## src/rtl/alu_op_sequencer.sv

```systemverilog
// Command-side sequencer for the 32-bit ALU: one valid/ready command in, one valid/ready response out.
// Optional feature macro ALU_SEQ_PERF_EN adds the ops_done counter and mod_busy status outputs.
module alu_op_sequencer #(
    parameter int          WIDTH       = 32,
    parameter logic [2:0]  MOD_OP      = 3'b111,
    parameter int          MOD_LATENCY = 34
) (
    input  logic             CLK,
    input  logic             reset,
    input  logic             cmd_valid,
    output logic             cmd_ready,
    input  logic [2:0]       cmd_op,
    input  logic [WIDTH-1:0] cmd_a,
    input  logic [WIDTH-1:0] cmd_b,
    output logic [WIDTH-1:0] alu_a,
    output logic [WIDTH-1:0] alu_b,
    output logic [2:0]       alu_op,
    output logic             mod_clr,
    input  logic [WIDTH-1:0] alu_result,
    output logic             rsp_valid,
    input  logic             rsp_ready,
    output logic [WIDTH-1:0] rsp_result,
`ifdef ALU_SEQ_PERF_EN
    output logic [15:0]      ops_done,
    output logic             mod_busy,
`endif
    output logic [2:0]       dbg_state
);

    localparam int CW = $clog2(MOD_LATENCY + 1);

    typedef enum logic [2:0] {
        S_IDLE = 3'd0,
        S_EXEC = 3'd1,
        S_CLR  = 3'd2,
        S_WAIT = 3'd3,
        S_RESP = 3'd4
    } state_t;

    state_t            state_q, state_d;
    logic [WIDTH-1:0]  alu_a_q, alu_a_d;
    logic [WIDTH-1:0]  alu_b_q, alu_b_d;
    logic [2:0]        alu_op_q, alu_op_d;
    logic [WIDTH-1:0]  rsp_result_q, rsp_result_d;
    logic [CW-1:0]     cnt_q, cnt_d;

    // Handshakes: a transfer happens on a rising edge where valid and ready are both high;
    // a producer holds valid and its payload stable until that edge.
    always_comb begin
        state_d      = state_q;
        alu_a_d      = alu_a_q;
        alu_b_d      = alu_b_q;
        alu_op_d     = alu_op_q;
        rsp_result_d = rsp_result_q;
        cnt_d        = cnt_q;
        case (state_q)
            S_IDLE: begin
                if (cmd_valid) begin
                    alu_a_d  = cmd_a;
                    alu_b_d  = cmd_b;
                    alu_op_d = cmd_op;
                    state_d  = (cmd_op == MOD_OP) ? S_CLR : S_EXEC;
                end
            end
            S_EXEC: begin
                rsp_result_d = alu_result;
                state_d      = S_RESP;
            end
            S_CLR: begin
                cnt_d   = CW'(MOD_LATENCY - 1);
                state_d = S_WAIT;
            end
            S_WAIT: begin
                // Counter reaching zero marks the last of MOD_LATENCY wait cycles.
                if (cnt_q == '0) begin
                    rsp_result_d = alu_result;
                    state_d      = S_RESP;
                end else begin
                    cnt_d = cnt_q - 1'b1;
                end
            end
            S_RESP: begin
                if (rsp_ready) state_d = S_IDLE;
            end
            default: state_d = S_IDLE;
        endcase
    end

    always_ff @(posedge CLK or posedge reset) begin
        if (reset) begin
            state_q      <= S_IDLE;
            alu_a_q      <= '0;
            alu_b_q      <= '0;
            alu_op_q     <= 3'b000;
            rsp_result_q <= '0;
            cnt_q        <= '0;
        end else begin
            state_q      <= state_d;
            alu_a_q      <= alu_a_d;
            alu_b_q      <= alu_b_d;
            alu_op_q     <= alu_op_d;
            rsp_result_q <= rsp_result_d;
            cnt_q        <= cnt_d;
        end
    end

    assign cmd_ready  = (state_q == S_IDLE);
    assign mod_clr    = (state_q == S_CLR);
    assign rsp_valid  = (state_q == S_RESP);
    assign alu_a      = alu_a_q;
    assign alu_b      = alu_b_q;
    assign alu_op     = alu_op_q;
    assign rsp_result = rsp_result_q;
    assign dbg_state  = state_q;

`ifdef ALU_SEQ_PERF_EN
    logic [15:0] ops_done_q, ops_done_d;

    always_comb begin
        ops_done_d = ops_done_q;
        if (rsp_valid && rsp_ready && (ops_done_q != 16'hFFFF))
            ops_done_d = ops_done_q + 16'd1;
    end

    always_ff @(posedge CLK or posedge reset) begin
        if (reset) ops_done_q <= 16'd0;
        else       ops_done_q <= ops_done_d;
    end

    assign ops_done = ops_done_q;
    assign mod_busy = (state_q == S_CLR) || (state_q == S_WAIT);
`endif

endmodule
```

## config.mk

```make
export PLATFORM = sky130hd
export DESIGN_NAME = alu_op_sequencer
export DESIGN_NICKNAME = d
export VERILOG_FILES = /design/src/rtl/alu_op_sequencer.sv
export SDC_FILE = /design/constraint.sdc
export NUM_CORES = 1
export LEC_CHECK = 0
export ABC_AREA = 0
export BUFFER_PORTS_ARGS = -buffer_cell sky130_fd_sc_hd__buf_2
export CAP_MARGIN = 20
export CORE_MARGIN = 4
export CORE_UTILIZATION = 45
export CTS_CLUSTER_SIZE = 40
export DETAILED_ROUTE_END_ITERATION = 12
export MAX_ROUTING_LAYER = met4
export PLACE_DENSITY_LB_ADDON = 0.05
export SETUP_SLACK_MARGIN = 0.05
export SYNTH_ARGS = -nofsm -noshare
export SYNTH_HDL_FRONTEND = slang
export SYNTH_SLANG_ARGS = --single-unit
```

## constraint.sdc

```tcl
create_clock -name CLK -period 3.73 [get_ports CLK]
set_input_delay 0.1865 -clock CLK [delete_from_list [all_inputs] [get_ports CLK]]
set_output_delay 0.1865 -clock CLK [all_outputs]
set_load 0.01 [all_outputs]
```

* After elaboration in Yosys (flattened, before gate mapping)
Cells that the tools add are included.
Cells by class: equal/unequal tests 9, reduce and logical (&&, ||, !) cells 8, $add $sub $neg 1, mux-type cells 9
Operators with widths (count):
- $pmux W32 S2 | 1
- $mux W32 | 1
- $pmux W3 S5 | 1
- $pmux W6 S2 | 1
- $mux W3 | 3
- $eq A3 B2 Y1 const B | 2
- $eq A3 B3 Y1 const B | 2
- $logic_not A6 Y1 | 1
- $mux W6 | 1
- $ne A2 B2 Y1 const B | 3
- $reduce_and A2 Y1 | 3
- $sub A6 B1 Y6 const B | 1
- $reduce_bool A2 Y1 | 2
- $eq A3 B1 Y1 const B | 1
- $logic_not A3 Y1 | 1
- $reduce_and A3 Y1 | 1
- $mux W2 | 1
- $ne A2 B1 Y1 const B | 1
Storage, ports and cells: bits of input ports 103, bits in registers 108, output and inout port bits 105

* Depth between registers and ports, before layout
Gate-level depths: netlist (run 1).
depth in word-level cells 4, mapped depth 7, gate-level depth less buffers 6

* Worst setup path after synthesis (run 1)
OpenSTA, ideal clock, no wires.
kind register -> register, start reg cnt_q[0], end reg rsp_result_q[0], in the netlist rsp_result[0], setup time 0.125 ns, period minus slack after synthesis 1.936 ns, cell stages (with the launch flop) 8, path slack 1.794 ns, data arrival time 1.811 ns, buffers on the path 1, cell sequence dfrtp_1 inv_1 ha_1 or3b_4 nor3_4 o21ai_4 buf_6 mux2_4
Between the ends: longest elaborated chain between the ends 3
Ends and longest elaborated chain:
- from (decl) | line 45 | logic [CW-1:0] cnt_q, cnt_d;
- from (signal assigned) | line 103 | cnt_q <= cnt_d;
- $logic_not A6 Y1 | line 75 | if (cnt_q == '0) begin
- $ne A2 B2 Y1 (no line)
- $reduce_and A2 Y1 (no line)
- to (signal assigned) | line 102 | rsp_result_q <= rsp_result_d;
- to (decl) | line 44 | logic [WIDTH-1:0] rsp_result_q, rsp_result_d;
No other way between the ends. A chain may end at the register's enable or synchronous reset.

* Final worst setup path (run 1)
start reg cnt_q[0], end reg rsp_result_q[20], in the netlist rsp_result[20]
Same word-level chain as after synthesis.

==> results of run 1 <==
## per-layer routing
layer / vias up / wire, µm / share of wire / global-route usage
li1: 1375 / - / - / -
met1: 1447 / 4140 / 0.42 / 0.224
met2: 128 / 4820 / 0.49 / 0.289
met3: 10 / 790 / 0.080 / 0.0449
met4: 0 / 165 / 0.017 / 0.0611
met5: - / 0 / 0 / -
## metrics by stage
| stage | setup WS [ns] | cells | utilization |
|---|---|---|---|
| 2_1_floorplan | 0.698 | 270 | - |
| 3_3_place_gp | 1.55 | 597 | 0.589 |
| 3_5_place_dp | 1.49 | 597 | 0.589 |
| 4_1_cts | 1.48 | 613 | 0.608 |
| 5_1_grt | 1.38 | 613 | 0.608 |
| 6_report | 1.48 | 613 | 0.608 |
## worst paths after layout
| check | start | to | slack (ns) | cells past startpoint |
|---|---|---|---|---|
| min in group CLK | alu_result[25] | rsp_result[25]$_DFFE_PP0P_ | 0.04 | 2 |
| hold reg to reg | rsp_result[11]$_DFFE_PP0P_ | rsp_result[11]$_DFFE_PP0P_ | 0.51 | 1 |
| hold / removal | reset | alu_b[26]$_DFFE_PP0P_ | 0.001 | 2 |
| max in group asynchronous | reset | rsp_result[10]$_DFFE_PP0P_ | 2.76 | 3 |
| setup reg to reg | cnt_q[0]$_DFFE_PP0P_ | rsp_result[20]$_DFFE_PP0P_ | 1.48 | 7 |
| setup / recovery | cnt_q[0]$_DFFE_PP0P_ | rsp_result[20]$_DFFE_PP0P_ | 1.48 | 7 |
## cell type report
type | count | area [µm²] | share of cell area
clock inverters | 5 | 37.5 | 0.00662
inverters | 5 | 21.3 | 0.00375
clock buffers | 11 | 131 | 0.0232
well taps | 129 | 161 | 0.0285
flip-flops and latches | 108 | 2700 | 0.477
repair buffers | 210 | 1070 | 0.189
multi-input cells | 145 | 1540 | 0.272
## Yosys cell counts, types with 2 or more instances
master	instances
ha_1	2
nor3b_1	2
clkbuf_1	2
nor2_1	5
inv_1	5
mux2_2	69
nand2_1	5
buf_4	4
o21ai_0	7
dfrtp_1	108
buf_6	3
nand3_1	2
a21o_1	2
buf_2	3
nor3_1	4
mux2_4	30
## flip-flops by register name (all words and copies together) (netlist names)
signal and cells:
dbg_state 3, cnt_q 6, alu_a 32, alu_op 3, alu_b 32, rsp_result 32
## critical path: cells and delay by family (launching register included)
family,cells,cell delay [ns]
AND/OR/NAND/NOR,2,0.68
flip-flops,1,0.41
AO/OA/AOI/OAI,1,0.06
multiplexers,1,0.37
adder cells (fa/ha/maj),1,0.20
buffers and inverters,2,0.43
## report_power, final
part,switching [mW],total [mW],internal (mW)
logic,1.04,2.31,1.27
registers,0.342,2.11,1.77
clock network,0.395,0.641,0.246
## cells by family (layout without fill, tap and decap cells)
logic type               Yosys count  in the layout  share of synthesized area
flip-flops                       108            108                      0.622
adder cells (fa/ha/maj)            2              2                    0.00575
buffers and inverters             17            231                     0.0242
AO/OA/AOI/OAI                     17             17                     0.0299
multiplexers                      99             99                      0.282
AND/OR/NAND/NOR                   27             27                     0.0363
==> out/results.ini, run 1 <==
[critical_path]
required_ns = 3.99
path_class = reg -> reg
cp.arrival_ns = 2.51
start_kind = flop
critPathSlowestCell = or3b_4
cp-end-kind = flop
cpPeakStageDelay_ns = 0.42
cp_max_fo = 32
path_cells = inv_1, ha_1, or3b_4, nor3_4, o21ai_4, buf_4, mux2_4

[floorplan]
dieArea_mm2 = 0.0113
start_util = 0.466
pin_count = 208
chipHeight_um = 106
coreArea_mm2 = 0.00933
num_rows = 35
die_w_um = 106

[clocking]
cts_made_buffers = 9
htree_levels = 3
cts_tree = done
insertion_delay_ns = 0.37
ctsResizeCount = 0
cts_buffer_depth = 2
clock-root-buffer = clkbuf_8
clock-sinks = 108
postCtsSetupBuffers = 0
clk_pin_slew_ns = 0.11
hold_buffers = 0

[yosys]
syn_inst = 270
async_reset_ff_frac = 1.00
ys.flop_type = dfrtp_1
netlist.area_leader.share = 0.622
ys_types = 33
syn-num-nets = 375
ys_warn_count = 0
synth_edf_count = 0
syn_avg_cell_area_um2 = 16.1
yosys.area.top_type = dfrtp_1
yosysSeqAreaShare = 0.622
synthTopCellsByArea = dfrtp_1 (62%), mux2_2 (18%), mux2_4 (10%)
ys_ff_latch = 108
synth_area_mm2 = 0.00435

[sta]
setup-tns-final_ns = 0
max_freq_mhz = 444
grt_setup_unrepaired = false
hold_slack_ns = 0.00113
tightest_slew_ns = 0.926
finalHoldViolCount = 0
period_needed_ns = 2.25
skew_ns = 0.0135
slew_violations = 0
slew_headroom = 0.383
finalCritPeriodShare = 0.604
setup_violations = 0

[status]
status = finished, final reports clean

[pwr]
power.total_mw = 5.06
ir_worst_vdd_v = 0.000385
power_density_mw_per_mm2 = 893
power_leakage_nw = 2.86

[placed_design]
dpl_cell_area_mm2 = 0.00550
dp_hpwl_mm = 7.43
port_buffers = 207
place_congestion = 0.830

[layout]
final_cell_area_mm2 = 0.00567
drive_above_1_share = 0.680
n_antenna_cell = 0
area_growth_pct = 30.3
nets = 584
nFillCells = 765
layout_common_cells = buf_2 (207), dfrtp_1 (108), mux2_2 (69)
layout.cells.most_common = buf_2

[routing]
routed_wl_mm = 9.92
first_pass_iters = 4
vias_per_cell = 4.83
wl_per_cell_um = 16.2
drc_errors = 0
vias = 2960
drtAntennaViolNets = 0
drt_iter0_drc = 132

[hold_path]
hp-class = in -> async

[flow_run]
maxCapViolations = 0

[grt]
grt_pass1_vias = 3163
grt_usage = 0.180
overflow = 0
grt_pass1_wl_mm = 15.6
grt_start_max_net_pins = 78
antenna_found_initial = 0

Power figures use the tool's default switching activity.
==> inputs of run 2 (changes only) <==
CORE_UTILIZATION = 42   (was 45)
clock period = 1.9 ns   (was 3.73 ns; I/O delays follow)
==> out/results.ini, run 2 (same netlist as run 1, synthesis figures left out) <==
[critical_path]
required_ns = 2.14
start_kind = flop
path_buf_inv = 2
timing.critical_path.from = cnt_q[0]$_DFFE_PP0P_
cp.arrival_ns = 2.13
cp-end-kind = flop
cpPeakStageDelay_ns = 0.41
cp_max_fo = 26
critPathSlowestCell = dfrtp_1
path_class = reg -> reg
path_delay_family = simple AND/OR/NAND/NOR gates
reg2reg_from = cnt_q[0]$_DFFE_PP0P_
path_cells = inv_2, ha_4, or3b_4, nor3_4, o21ai_4, buf_12, mux2_4

[layout]
layout.cells.most_common = buf_2
nets = 698
fin_cells = 732
drive_above_1_share = 0.584
layout_common_cells = buf_2 (207), dfrtp_1 (108), dlygate4sd3_1 (100)
post-route-util = 0.696
area_growth_pct = 58.6

[floorplan]
pin_count = 208
start_util = 0.439
num_rows = 36
chipHeight_um = 110
dieArea_mm2 = 0.0120
die_w_um = 110
coreArea_mm2 = 0.00991

[flow_run]
maxCapViolations = 0

[routing]
drtAntennaViolNets = 0
routed_wl_mm = 11.6
vias = 3424
wl_per_cell_um = 15.8
first_pass_iters = 4
drt_iter0_drc = 111
vias_per_cell = 4.68
drc_errors = 0

[hold_path]
hp-class = in -> reg
hp-start = rsp_ready

[clocking]
clk_pin_slew_ns = 0.09
clock-sinks = 108
cts_buffer_depth = 2
clock-root-buffer = clkbuf_8
cts_tree = done
cts_made_buffers = 9
insertion_delay_ns = 0.36
htree_levels = 3

[sta]
slew_violations = 0
skew_ns = 0.0109
slew_headroom = 0.639
finalCritPeriodShare = 0.995
finalHoldViolCount = 0
max_freq_mhz = 529
period_needed_ns = 1.89
tightest_slew_ns = 0.542
grt_setup_unrepaired = true
setup_violations = 0

[status]
status = finished, final reports clean

[placed_design]
place_congestion = 0.743
port_buffers = 207
dp_hpwl_mm = 7.42
dp_cells = 612

[pwr]
power.total_mw = 10.8
power_density_mw_per_mm2 = 1560
ir_worst_vdd_v = 0.000902
power_leakage_nw = 3.39

[grt]
grt_usage = 0.200
grt_start_max_net_pins = 65
antenna_found_initial = 0
grt_pass1_vias = 3675
grt_pass1_wl_mm = 18.1
overflow = 0

==> run 2: repair_timing <==
action                                  in CTS  in global routing
resized for setup                            0                  2
buffers inserted                             1                  2
hold buffers                               100                  0
hold endpoints to repair                   208                  0
endpoints found under the setup margin      30                 34
pin swaps                                    0                  1
==> run 2: path summary, 6_finish.rpt <==
check / endpoint / slack (ns) / cells past startpoint
worst max-delay path: rsp_result[16]$_DFFE_PP0P_ / 0.01 / 7
worst min-delay path: dbg_state[2]$_DFFE_PP0P_ / 0.02 / 4
worst max register to register: rsp_result[16]$_DFFE_PP0P_ / 0.01 / 7
worst min register to register: alu_b[7]$_DFFE_PP0P_ / 0.51 / 1
max in group asynchronous: alu_a[4]$_DFFE_PP0P_ / 1.02 / 4
min in group asynchronous: cnt_q[5]$_DFFE_PP0P_ / 0.40 / 4
==> run 2: final cells by class <==
cell class,instances,area (µm²)
Multi-Input combinational cell,145,1560
Timing Repair Buffer,324,2210
Sequential cell,108,2700
Antenna cell,1,2.50
Clock inverter,5,81.3
Clock buffer,11,151
Tap cell,133,166
Inverter,5,22.5
Fill cell,707,3010
==> run 2: routing by layer <==
layer	vias to the layer above	routed length (µm)	global-route usage
met1	1667	4780	0.240
met2	132	5860	0.336
li1	1612	-	-
met3	13	792	0.0470
met5	-	0	-
met4	0	136	0.0614
==> run 2: tightest hold or removal path: cells and delay by family <==
kind	cells	cell delay (ns)
AND/OR/NAND/NOR	2	0.11
buffers and inverters	1	0.08
AO/OA/AOI/OAI	1	0.07
==> run 2: power breakdown <==
| part | switching, mW | internal, mW | leakage [nW] |
|---|---|---|---|
| sequential | 0.664 | 3.47 | 1.27 |
| combinational | 2.21 | 2.84 | 2.01 |
| clock | 0.765 | 0.818 | 0.116 |
==> run 2: through the flow <==
step	worst slack, ns	TNS, ns	hold slack, ns	cell area [µm²]
final	0.0101	0	0.0230	6900
after global routing	-0.0705	-1.54	0.0261	6890
after detailed placement	0.0133	0	0.236	5630
after global placement	0.0503	0	0.230	5630
after CTS	0.0153	0	0.00454	6870
after floorplan	0.00907	0	0.244	4370
==> inputs of run 3 (changes only) <==
PLACE_DENSITY = 0.76   (was unset)
PLACE_DENSITY_LB_ADDON = unset   (was 0.05)
REMOVE_ABC_BUFFERS = 1   (was unset)
==> out/results.ini, run 3 (same netlist as run 1, synthesis figures left out) <==
[pwr]
power_leakage_nw = 3.42
ir_worst_vdd_v = 0.000995
power_density_mw_per_mm2 = 1570

[grt]
grt.met3_usage = 0.0440
grt_pass1_wl_mm = 18.4
grt_usage = 0.205
antenna_found_initial = 1
overflow = 0
use_met2 = 0.356
grt_start_max_net_pins = 65
use_met1 = 0.227
busiest_layer = met2
grt_pass1_vias = 3823

[critical_path]
start_kind = flop
path_cells = inv_2, ha_4, or3b_4, nor3_4, o21ai_4, clkbuf_16, mux2_4
required_ns = 2.16
cpPeakStageDelay_ns = 0.40
r2r_end = rsp_result[25]$_DFFE_PP0P_
path_class = reg -> reg
critPathSlowestCell = dfrtp_1
path_delay_family = simple AND/OR/NAND/NOR gates
cp_max_fo = 6
cp.arrival_ns = 2.21
reg2reg_slack_ns = -0.04
path_buf_inv = 2
reg2reg_from = cnt_q[0]$_DFFE_PP0P_
cp-end-kind = flop
r2r_cells = 7

[hold_path]
hp-class = in -> reg
hold_depth = 4
hold_end = dbg_state[2]$_DFFE_PP0P_
hp-start = rsp_ready

[sta]
grt_setup_unrepaired = true
tightest_slew_ns = 0.536
hold_slack_ns = 0.0289
setup_violations = 25
period_needed_ns = 1.94
slew_headroom = 0.643
max_freq_mhz = 514
finalHoldViolCount = 0
finalCritPeriodShare = 1.02
layout_setup_ws_ns = -0.0449
slew_violations = 0
skew_ns = 0.0171

[clocking]
clock-sinks = 108
cts_tree = done
clk_pin_slew_ns = 0.12
clock-root-buffer = clkbuf_8
cts_made_buffers = 9
insertion_delay_ns = 0.37
cts_buffer_depth = 2
htree_levels = 3

[routing]
drtAntennaViolNets = 0
wl_per_cell_um = 16.9
drt_iter0_drc = 119
routed_wl_mm = 12.5
vias = 3455
first_pass_iters = 4
vias_per_cell = 4.69
drc_errors = 0

[floorplan]
chipHeight_um = 110
pin_count = 208
start_util = 0.439
coreArea_mm2 = 0.00991
num_rows = 36
die_w_um = 110
dieArea_mm2 = 0.0120

[layout]
nFillCells = 688
area_growth_pct = 59.9
layout_common_cells = buf_2 (207), dfrtp_1 (108), dlygate4sd3_1 (100)
post-route-util = 0.701
nets = 701
drive_above_1_share = 0.582
layout.cells.most_common = buf_2

[placed_design]
place_congestion = 0.822
port_buffers = 207
dp_hpwl_mm = 7.41

[flow_run]
maxCapViolations = 0

[status]
status = finished, violations left
failed_checks = setup timing

[run 3: through the flow]
step / instance area, µm² / total power, mW / setup slack [ns] / TNS [ns] / std cells
6_report: 6950 / 10.9 / -0.0449 / -0.487 / 736
5_1_grt: 6950 / 11.6 / -0.116 / -2.70 / 735
4_1_cts: 6860 / 10.7 / 0.0106 / 0 / 730
3_5_place_dp: 5630 / 9.00 / 0.0127 / 0 / 613
3_3_place_gp: 5630 / 8.82 / 0.0407 / 0 / 613
2_1_floorplan: 4260 / 7.03 / -1.19 / -203.57 / 258
[run 3: report_power, final]
part           leakage (nW)  internal [mW]  switching, mW
Combinational          2.04           2.94           2.27
Clock                 0.113          0.760          0.805
Sequential             1.27           3.47          0.697
Total                  3.42           7.18           3.77
[run 3: repair_timing]
| item | CTS | global route |
|---|---|---|
| pin swaps | 0 | 1 |
| setup endpoints to repair | 25 | 36 |
| resized for setup | 1 | 4 |
| setup buffers | 1 | 2 |
| endpoints found under the hold margin | 208 | 0 |
| hold buffers | 100 | 0 |
| cloned | 0 | 3 |
[run 3: worst max path at each step]
stage | startpoint | slack [ns] | depth (start not counted) | to
after floorplan | dbg_state[0]$_DFFE_PP0P_ | -1.19 | 3 | alu_a[0]$_DFFE_PP0P_
after global placement | cnt_q[0]$_DFFE_PP0P_ | 0.04 | 7 | rsp_result[27]$_DFFE_PP0P_
after global routing | cnt_q[0]$_DFFE_PP0P_ | -0.12 | 7 | rsp_result[25]$_DFFE_PP0P_
after CTS | cnt_q[0]$_DFFE_PP0P_ | 0.01 | 7 | rsp_result[30]$_DFFE_PP0P_
after detailed placement | cnt_q[1]$_DFFE_PP0P_ | 0.01 | 7 | rsp_result[15]$_DFFE_PP0P_
final | cnt_q[0]$_DFFE_PP0P_ | -0.04 | 7 | rsp_result[25]$_DFFE_PP0P_
[run 3: metal layers]
metal / vias up / routed length (µm)
li1: 1614 / -
met1: 1681 / 4830
met2: 137 / 6560
met3: 23 / 804
met4: 0 / 255
met5: - / 0
[run 3: layout make-up]
type	instances	area (µm²)	area share
multi-input cells	145	1550	0.224
well taps	133	166	0.0239
repair buffers	327	2280	0.327
inverters	5	21.3	0.00306
clock buffers	10	128	0.0184
clock inverters	6	97.6	0.0140
diodes	2	5.00	0.000720
flip-flops and latches	108	2700	0.389
[run 3: worst min-delay path, cell delays in order]
cell,delay [ns]
buf_2,0.08
nor3b_1,0.04
nor2_1,0.07
o21ai_0,0.08
